[src/rtl/forward_scoreboard.sv]
// Operand forwarding scoreboard: tracks DEPTH in-flight producers after issue,
// picks the nearest forwarding source per operand and flags load-use stalls.
module forward_scoreboard #(
    parameter int REG_W    = 5,
    parameter int DEPTH    = 3,
    parameter int NSRC     = 2,
    parameter int LOAD_LAT = 2,
    parameter int SEL_W    = $clog2(DEPTH + 1),
    parameter int CNT_W    = 32
) (
    input  logic                    CLK,
    input  logic                    RST,
    input  logic                    id_valid,
    input  logic [NSRC*REG_W-1:0]   id_src,
    input  logic [REG_W-1:0]        id_rd,
    input  logic                    id_regwrite,
    input  logic                    id_memread,
    input  logic                    advance,
    input  logic                    flush,
    output logic [NSRC*SEL_W-1:0]   fwd_sel,
    output logic                    stall,
    output logic [CNT_W-1:0]        stall_cnt
);

    // Index 0 holds stage 1 (EX/MEM), index DEPTH-1 holds the oldest producer.
    logic [DEPTH-1:0] ent_valid;
    logic [DEPTH-1:0] ent_regwrite;
    logic [DEPTH-1:0] ent_memread;
    logic [REG_W-1:0] ent_rd [DEPTH];

    logic [SEL_W-1:0] near_sel [NSRC];
    logic             near_ld  [NSRC];

    function automatic logic [CNT_W-1:0] sat_inc(input logic [CNT_W-1:0] v);
        return (&v) ? v : v + 1'b1;
    endfunction

    // Scan oldest to newest so the nearest match is the last one written.
    always_comb begin
        for (int i = 0; i < NSRC; i++) begin
            near_sel[i] = '0;
            near_ld[i]  = 1'b0;
            if (id_valid && (id_src[i*REG_W +: REG_W] != '0)) begin
                for (int k = DEPTH - 1; k >= 0; k--) begin
                    if (ent_valid[k] && ent_regwrite[k] && (ent_rd[k] != '0) &&
                        (ent_rd[k] == id_src[i*REG_W +: REG_W])) begin
                        near_sel[i] = SEL_W'(k + 1);
                        near_ld[i]  = ent_memread[k] && ((k + 1) < LOAD_LAT);
                    end
                end
            end
        end
    end

    // A load too young to forward blocks the operand; older matches are stale.
    always_comb begin
        fwd_sel = '0;
        stall   = 1'b0;
        for (int i = 0; i < NSRC; i++) begin
            fwd_sel[i*SEL_W +: SEL_W] = near_ld[i] ? '0 : near_sel[i];
            stall                     = stall | near_ld[i];
        end
    end

    // ---- producer stage boundary: control ----
    always_ff @(posedge CLK) begin
        if (RST) begin
            ent_valid <= '0;
            stall_cnt <= '0;
        end else begin
            if (flush) begin
                ent_valid <= '0;
            end else if (advance) begin
                for (int k = 1; k < DEPTH; k++) begin
                    ent_valid[k] <= ent_valid[k-1];
                end
                ent_valid[0] <= id_valid && !stall;
            end
            if (advance && stall && !flush) begin
                stall_cnt <= sat_inc(stall_cnt);
            end
        end
    end

    // ---- producer stage boundary: payload, qualified by ent_valid ----
    always_ff @(posedge CLK) begin
        if (advance) begin
            for (int k = 1; k < DEPTH; k++) begin
                ent_rd[k]       <= ent_rd[k-1];
                ent_regwrite[k] <= ent_regwrite[k-1];
                ent_memread[k]  <= ent_memread[k-1];
            end
            ent_rd[0]       <= id_rd;
            ent_regwrite[0] <= id_regwrite;
            ent_memread[0]  <= id_memread;
        end
    end

endmodule

[config.mk]
export PLATFORM = sky130hd
export DESIGN_NAME = forward_scoreboard
export DESIGN_NICKNAME = d
export VERILOG_FILES = /design/src/rtl/forward_scoreboard.sv
export SDC_FILE = /design/constraint.sdc
export NUM_CORES = 1
export LEC_CHECK = 0
export ABC_AREA = 1
export ABC_CLOCK_PERIOD_IN_PS = 2350
export BUFFER_PORTS_ARGS = -buffer_cell sky130_fd_sc_hd__buf_2
export CORE_MARGIN = 3
export CORE_UTILIZATION = 56
export CTS_CLUSTER_SIZE = 20
export DETAILED_ROUTE_END_ITERATION = 10
export HOLD_SLACK_MARGIN = 0.06
export PLACE_DENSITY = 0.9
export SYNTH_ARGS = -nofsm -noshare
export SYNTH_HDL_FRONTEND = slang
export SYNTH_SLANG_ARGS = --single-unit
[constraint.sdc]
create_clock -name CLK -period 2.35 [get_ports CLK]
set_clock_uncertainty 0.15 [all_clocks]
set_input_delay 0.1175 -clock CLK [delete_from_list [all_inputs] [get_ports CLK]]
set_output_delay 0.1175 -clock CLK [all_outputs]
set_load 0.01 [all_outputs]
**Word-level counts from Yosys, hierarchy flattened**

Memories as Yosys holds them, arrays and structs flattened.
Cells that the tools add are included.

- Memory bits (writable): 15
- Bits in registers: 39
- Memories kept: 1
- Logic and storage cells: 57
- Output and inout bits: 37
- Input bits: 22

Memory list:

| memory | words | bits a word | read ports | clocked after Yosys merged registers in | write ports | RTL line | source |
|---|---|---|---|---|---|---|---|
| ent_rd | 3 | 5 | 3 | 0 | 3 | 29 | `logic [REG_W-1:0] ent_rd [DEPTH];` |

- Add/subtract/negate cells: 1
- Equal/unequal tests: 6
- Multiplexer cells: 16
- Reduce and logical (&&, ||, !) cells: 27
- Bitwise operators: 2

Operators by type and width:

| cell | number |
|---|---|
| $add A32 B1 Y32 const B | 1 |
| $reduce_and A32 Y1 | 1 |
| $eq A5 B5 Y1 | 6 |
| $reduce_bool A5 Y1 | 5 |
| $mux W2 | 10 |
| $logic_and A1 B1 Y1 | 17 |
| $mux W1 | 6 |
| $logic_not A1 Y1 | 2 |
| $reduce_and A2 Y1 | 1 |
| $reduce_or A2 Y1 | 1 |
| $not A1 Y1 | 1 |
| $or A1 B1 Y1 | 1 |

**Depth between registers and ports, before layout**

- Depth after elaboration: 9
- Mapped depth: 13
- Mapped depth without buffers: 13

**Worst setup path before layout**

No wires, ideal clock.

- Path kind: register -> register
- From: reg stall_cnt[1]
- To: reg stall_cnt[20]
- Data arrival time: 1,644 ps
- Buffers on the path: 1
- Slack: 429 ps
- Setup time: 128 ps
- Stages on the path, launching flop included: 14
- Required time: 2,072 ps
- Period minus slack after synthesis: 1,921 ps
- Cells stage by stage: dfxtp_1 > ha_1 > nand2_1 > nor2_2 > nand3_1 > nor2_2 > nand3_2 > buf_6 > nand2_1 > inv_1 > nand3_1 > nand2_1 > nand2_1 > nor2_1

- Longest elaborated chain between the ends: 3
- Elaborated cells between the ends (all ways): 4
- Classes of those cells: 1 x add/sub; 1 x bitwise; 2 x reduce/logical

RTL lines:

| element | RTL line | source |
|---|---|---|
| start: declaration | 22 | `output logic [CNT_W-1:0] stall_cnt` |
| start signal: assignment | 80 | `stall_cnt <= sat_inc(stall_cnt);` |
| branches (longest 3 deep; another with $add A32 B1 Y32) | n/a |  |

Several ways; the timed one is not identified.
A chain may end at the register's enable or synchronous reset.

==> run_results.csv <==
group,metric,value,unit
status,outcome,"finished, final reports clean",
global_routing,grtUsageMet1,0.318,
synthesis,synth_mux_area_frac,0,
setup_path,cp_max_fo,9,
worst_hold_path,hold_path_class,"reg -> reg",
clock_network,cts-root-buf,"clkbuf_8",
synthesis,yosysMostFrequentCell,"nand2_1",
layout,ratio_of_cells_with_drive_above_1_in_the_final_layout,0.156,
synthesis,ys_dominant_reg_cell,"dfxtp_1",
global_routing,grt_pass1_wl,13200,µm
floorplanning,placementRows,27,
route,vias_per_cell,5.28,
synthesis,complex_gate_fraction_of_the_synthesized_area,0.0439,
setup_path,worst-r2r-setup-slack,200,ps
floorplanning,floorplan.die_area,0.00676,mm²
layout,num-nets-final,572,
run,max-cap-violations,0,
synthesis,netlist_top_cells_count,"126 x nand2_1, 84 x nor2_1, 65 x inv_1",
power_and_ir_drop,leakagePower,1.77,nW
floorplanning,die-height,82.2,µm
clock_network,clockBufferDepth,2,
synthesis,synthesis.yosys.warnings,0,
global_routing,grt_use_total,0.246,
synthesis,synthXorXnorAreaFrac,0.0727,
synthesis,synthSimpleGateAreaFrac,0.384,
setup_path,path_class,"reg -> out",
timing,layout_setup_ws,130,ps
place,place_hpwl,5770,µm
place,detailed_place.area,0.00359,mm²
floorplanning,boundaryPins,59,
route,vias,3282,
timing,setup-violations-final,0,
layout,antenna-diode-count,0,
clock_network,clkSinkCount,54,
synthesis,share_of_the_yosys_chip_area_belonging_to_registers,0.391,
place,routabilityCongestion,0.876,
timing,unrepaired_setup_endpoints_after_global_routing,"true",
global_routing,globalRoute.totalOverflow,0,
clock_network,num_cts_buffers,5,
route,first_iteration_detailed_routing_drc_count,267,
setup_path,crit_path_start,"ent_rd[0][3]$_DFFE_PP_",
clock_network,clkLatencyLatePin,310,ps
layout,fin_area,0.00384,mm²
timing,count_of_pins_over_their_slew_limit,0,
power_and_ir_drop,power.ir.vdd_worst,0.390,mV
timing,final-hold-violation-count,0,
route,wl_per_cell,12.8,µm
clock_network,tritoncts,"yes",
synthesis,yosysTopAreaCellShare,0.216,
place,numPlacedInstances,601,
timing,fmaxAchievable,0.450,GHz
global_routing,vias_in_the_first_global_route,2996,
place,pre_cts_slack,186,ps
place,port_buffers,58,
floorplanning,die_x,82.2,µm
synthesis,synth-adder-area-share,0.00385,
synthesis,share_of_synthesized_registers_carrying_an_async_set_or_reset,0,
setup_path,worst_setup_path_endpoint,"stall",
synthesis,syn_nets,500,
synthesis,combinational_family_with_the_most_area_after_synthesis,"simple AND/OR/NAND/NOR gates",
timing,worstMarginPinSlew,695,ps
layout,final_util,0.688,
setup_path,reg2reg_to,"stall_cnt[30]$_SDFFE_PP0P_",
global_routing,gr-max-usage-layer,"met2",
setup_path,worst_setup_path_start_kind,"flip-flop",
power_and_ir_drop,power.density,459,mW/mm²
route,drt_first_pass_iters,5,
synthesis,synth.top_cells.by_area,"dfxtp_1 22%, edfxtp_1 18%, nand2_1 15%",
clock_network,clock_transition_at_path_regs,100,ps
synthesis,synth_edf_count,19,
setup_path,worstPathRequired,2080,ps
global_routing,gr-usage-met3,0.0412,
layout,areaGrowthSynthToFinish,18.1,%
setup_path,endpoint_kind,"output port",
timing,layout_min_cycle_time,2220,ps
route,totalWireLength,7930,µm
route,drc,0,
floorplanning,initial_utilization,0.583,
setup_path,cp.arrival,1950,ps
layout,finish.cell_count_without_fillers,622,
synthesis,synthesis.area,0.00325,mm²
timing,max_slew_margin,0.536,
layout,layout.filler_cells,477,
global_routing,antenna_found_initial,0,
global_routing,grt_max_degree,36,
setup_path,worst_r2r_startpoint,"stall_cnt[1]$_SDFFE_PP0P_",
timing,fin_crit_sh,0.945,
clock_network,cts.htree.levels,2,
synthesis,netlist.top_cell.by_area,"dfxtp_1",
synthesis,ys_seq_elements,54,
setup_path,cell_depth_of_the_worst_flop_to_flop_path,12,
worst_hold_path,min_from,"ent_regwrite[0]$_DFFE_PP_",
synthesis,netlist_instances,477,
route,ant_nets,0,
synthesis,synthesis.area_per_instance,6.81,µm²
synthesis,netlist-cell-type-count,26,
timing,totalNegativeSetupSlack,0,ps
floorplanning,placeableCoreArea,0.00557,mm²
global_routing,routing_usage_on_met2,0.422,
[layout make-up]
cell class / count / area, µm² / share of cell area
Clock buffer: 7 / 98.8 / 0.0258
Tap cell: 72 / 90.1 / 0.0235
Timing Repair Buffer: 75 / 463 / 0.121
Sequential cell: 54 / 1270 / 0.331
Multi-Input combinational cell: 346 / 1660 / 0.431
Inverter: 67 / 251 / 0.0655
Clock inverter: 1 / 7.51 / 0.00196
[through the flow]
step / total power (W) / hold slack (ps)
3_3_place_gp: 0.00118 / 145
4_1_cts: 0.00177 / 296
3_5_place_dp: 0.00119 / 146
5_1_grt: 0.00183 / 300
2_1_floorplan: 0.00112 / 39.1
6_report: 0.00176 / 290
[worst max-delay path, cell delays in order, from the launching register on]
cell,delay [ps]
edfxtp_1,450
inv_1,130
nand2_1,60
nand2_1,60
nand3_1,100
nor2_2,150
nand3_2,180
nand2_4,190
buf_4,190
buf_2,140
[cells by family (layout without fill, tap and decap cells)]
logic type	Yosys count	count (layout)
AOI/OAI and AO/OA	26	26
and+or+nand+nor	292	292
xor gates and xnor gates	27	27
buffers and inverters	77	150
adders and majority gates	1	1
DFF	54	54
[flip-flops by register name, indices dropped and copies added (netlist names)]
signal,flops
stall_cnt,32
ent_regwrite,3
ent_valid,3
ent_memread,1
ent_rd,15
[repair_timing]
action / in CTS / in global routing
endpoints found under the hold margin: 22 / 0
endpoints found under the setup margin: 0 / 21
hold buffers: 13 / 0
gates resized for setup: 0 / 3
buffers inserted: 0 / 0
[metal layers]
metal | vias to the layer above | part of all wire
li1 | 1644 | -
met1 | 1479 | 0.43
met2 | 139 | 0.49
met3 | 20 | 0.069
met4 | 0 | 0.016
met5 | - | 0
[worst min path at each step]
stage / cells past startpoint / slack (ps) / end
3_3_place_gp: 1 / 140 / ent_rd[0][0]$_DFFE_PP_
3_5_place_dp: 1 / 150 / ent_rd[0][0]$_DFFE_PP_
4_1_cts: 0 / 300 / ent_regwrite[1]$_DFFE_PP_
6_report: 0 / 290 / ent_regwrite[1]$_DFFE_PP_
5_1_grt: 0 / 300 / ent_regwrite[1]$_DFFE_PP_
2_1_floorplan: 1 / 40 / stall_cnt[3]$_SDFFE_PP0P_
[placed cells by master, fill, tap and decap left out, types with 2 or more instances in the layout]
cell           netlist  layout
nand2_1            126     126
nor2_1              84      83
inv_1               65      65
buf_2                1      58
nand3_1             51      51
dfxtp_1             35      35
a21oi_1             21      21
edfxtp_1            19      19
xnor2_1             14      14
xor2_1              13      13
nand4_1             13      13
dlygate4sd3_1        0      13
nor3_1               6       6
nor2_2               4       5
clkbuf_8             0       5
nand3_2              4       3
buf_4                1       3
inv_2                2       2
o21ai_0              2       2
or2_2                2       2
[report_power, final]
group	total, W	switching, W	internal [W]
sequential	0.00102	0.0000254	0.000995
clock	0.000581	0.000302	0.000279
combinational	0.000161	0.0000894	0.0000719
total	0.00176	0.000417	0.00135
Note: power is estimated with default switching activity, not from simulation.
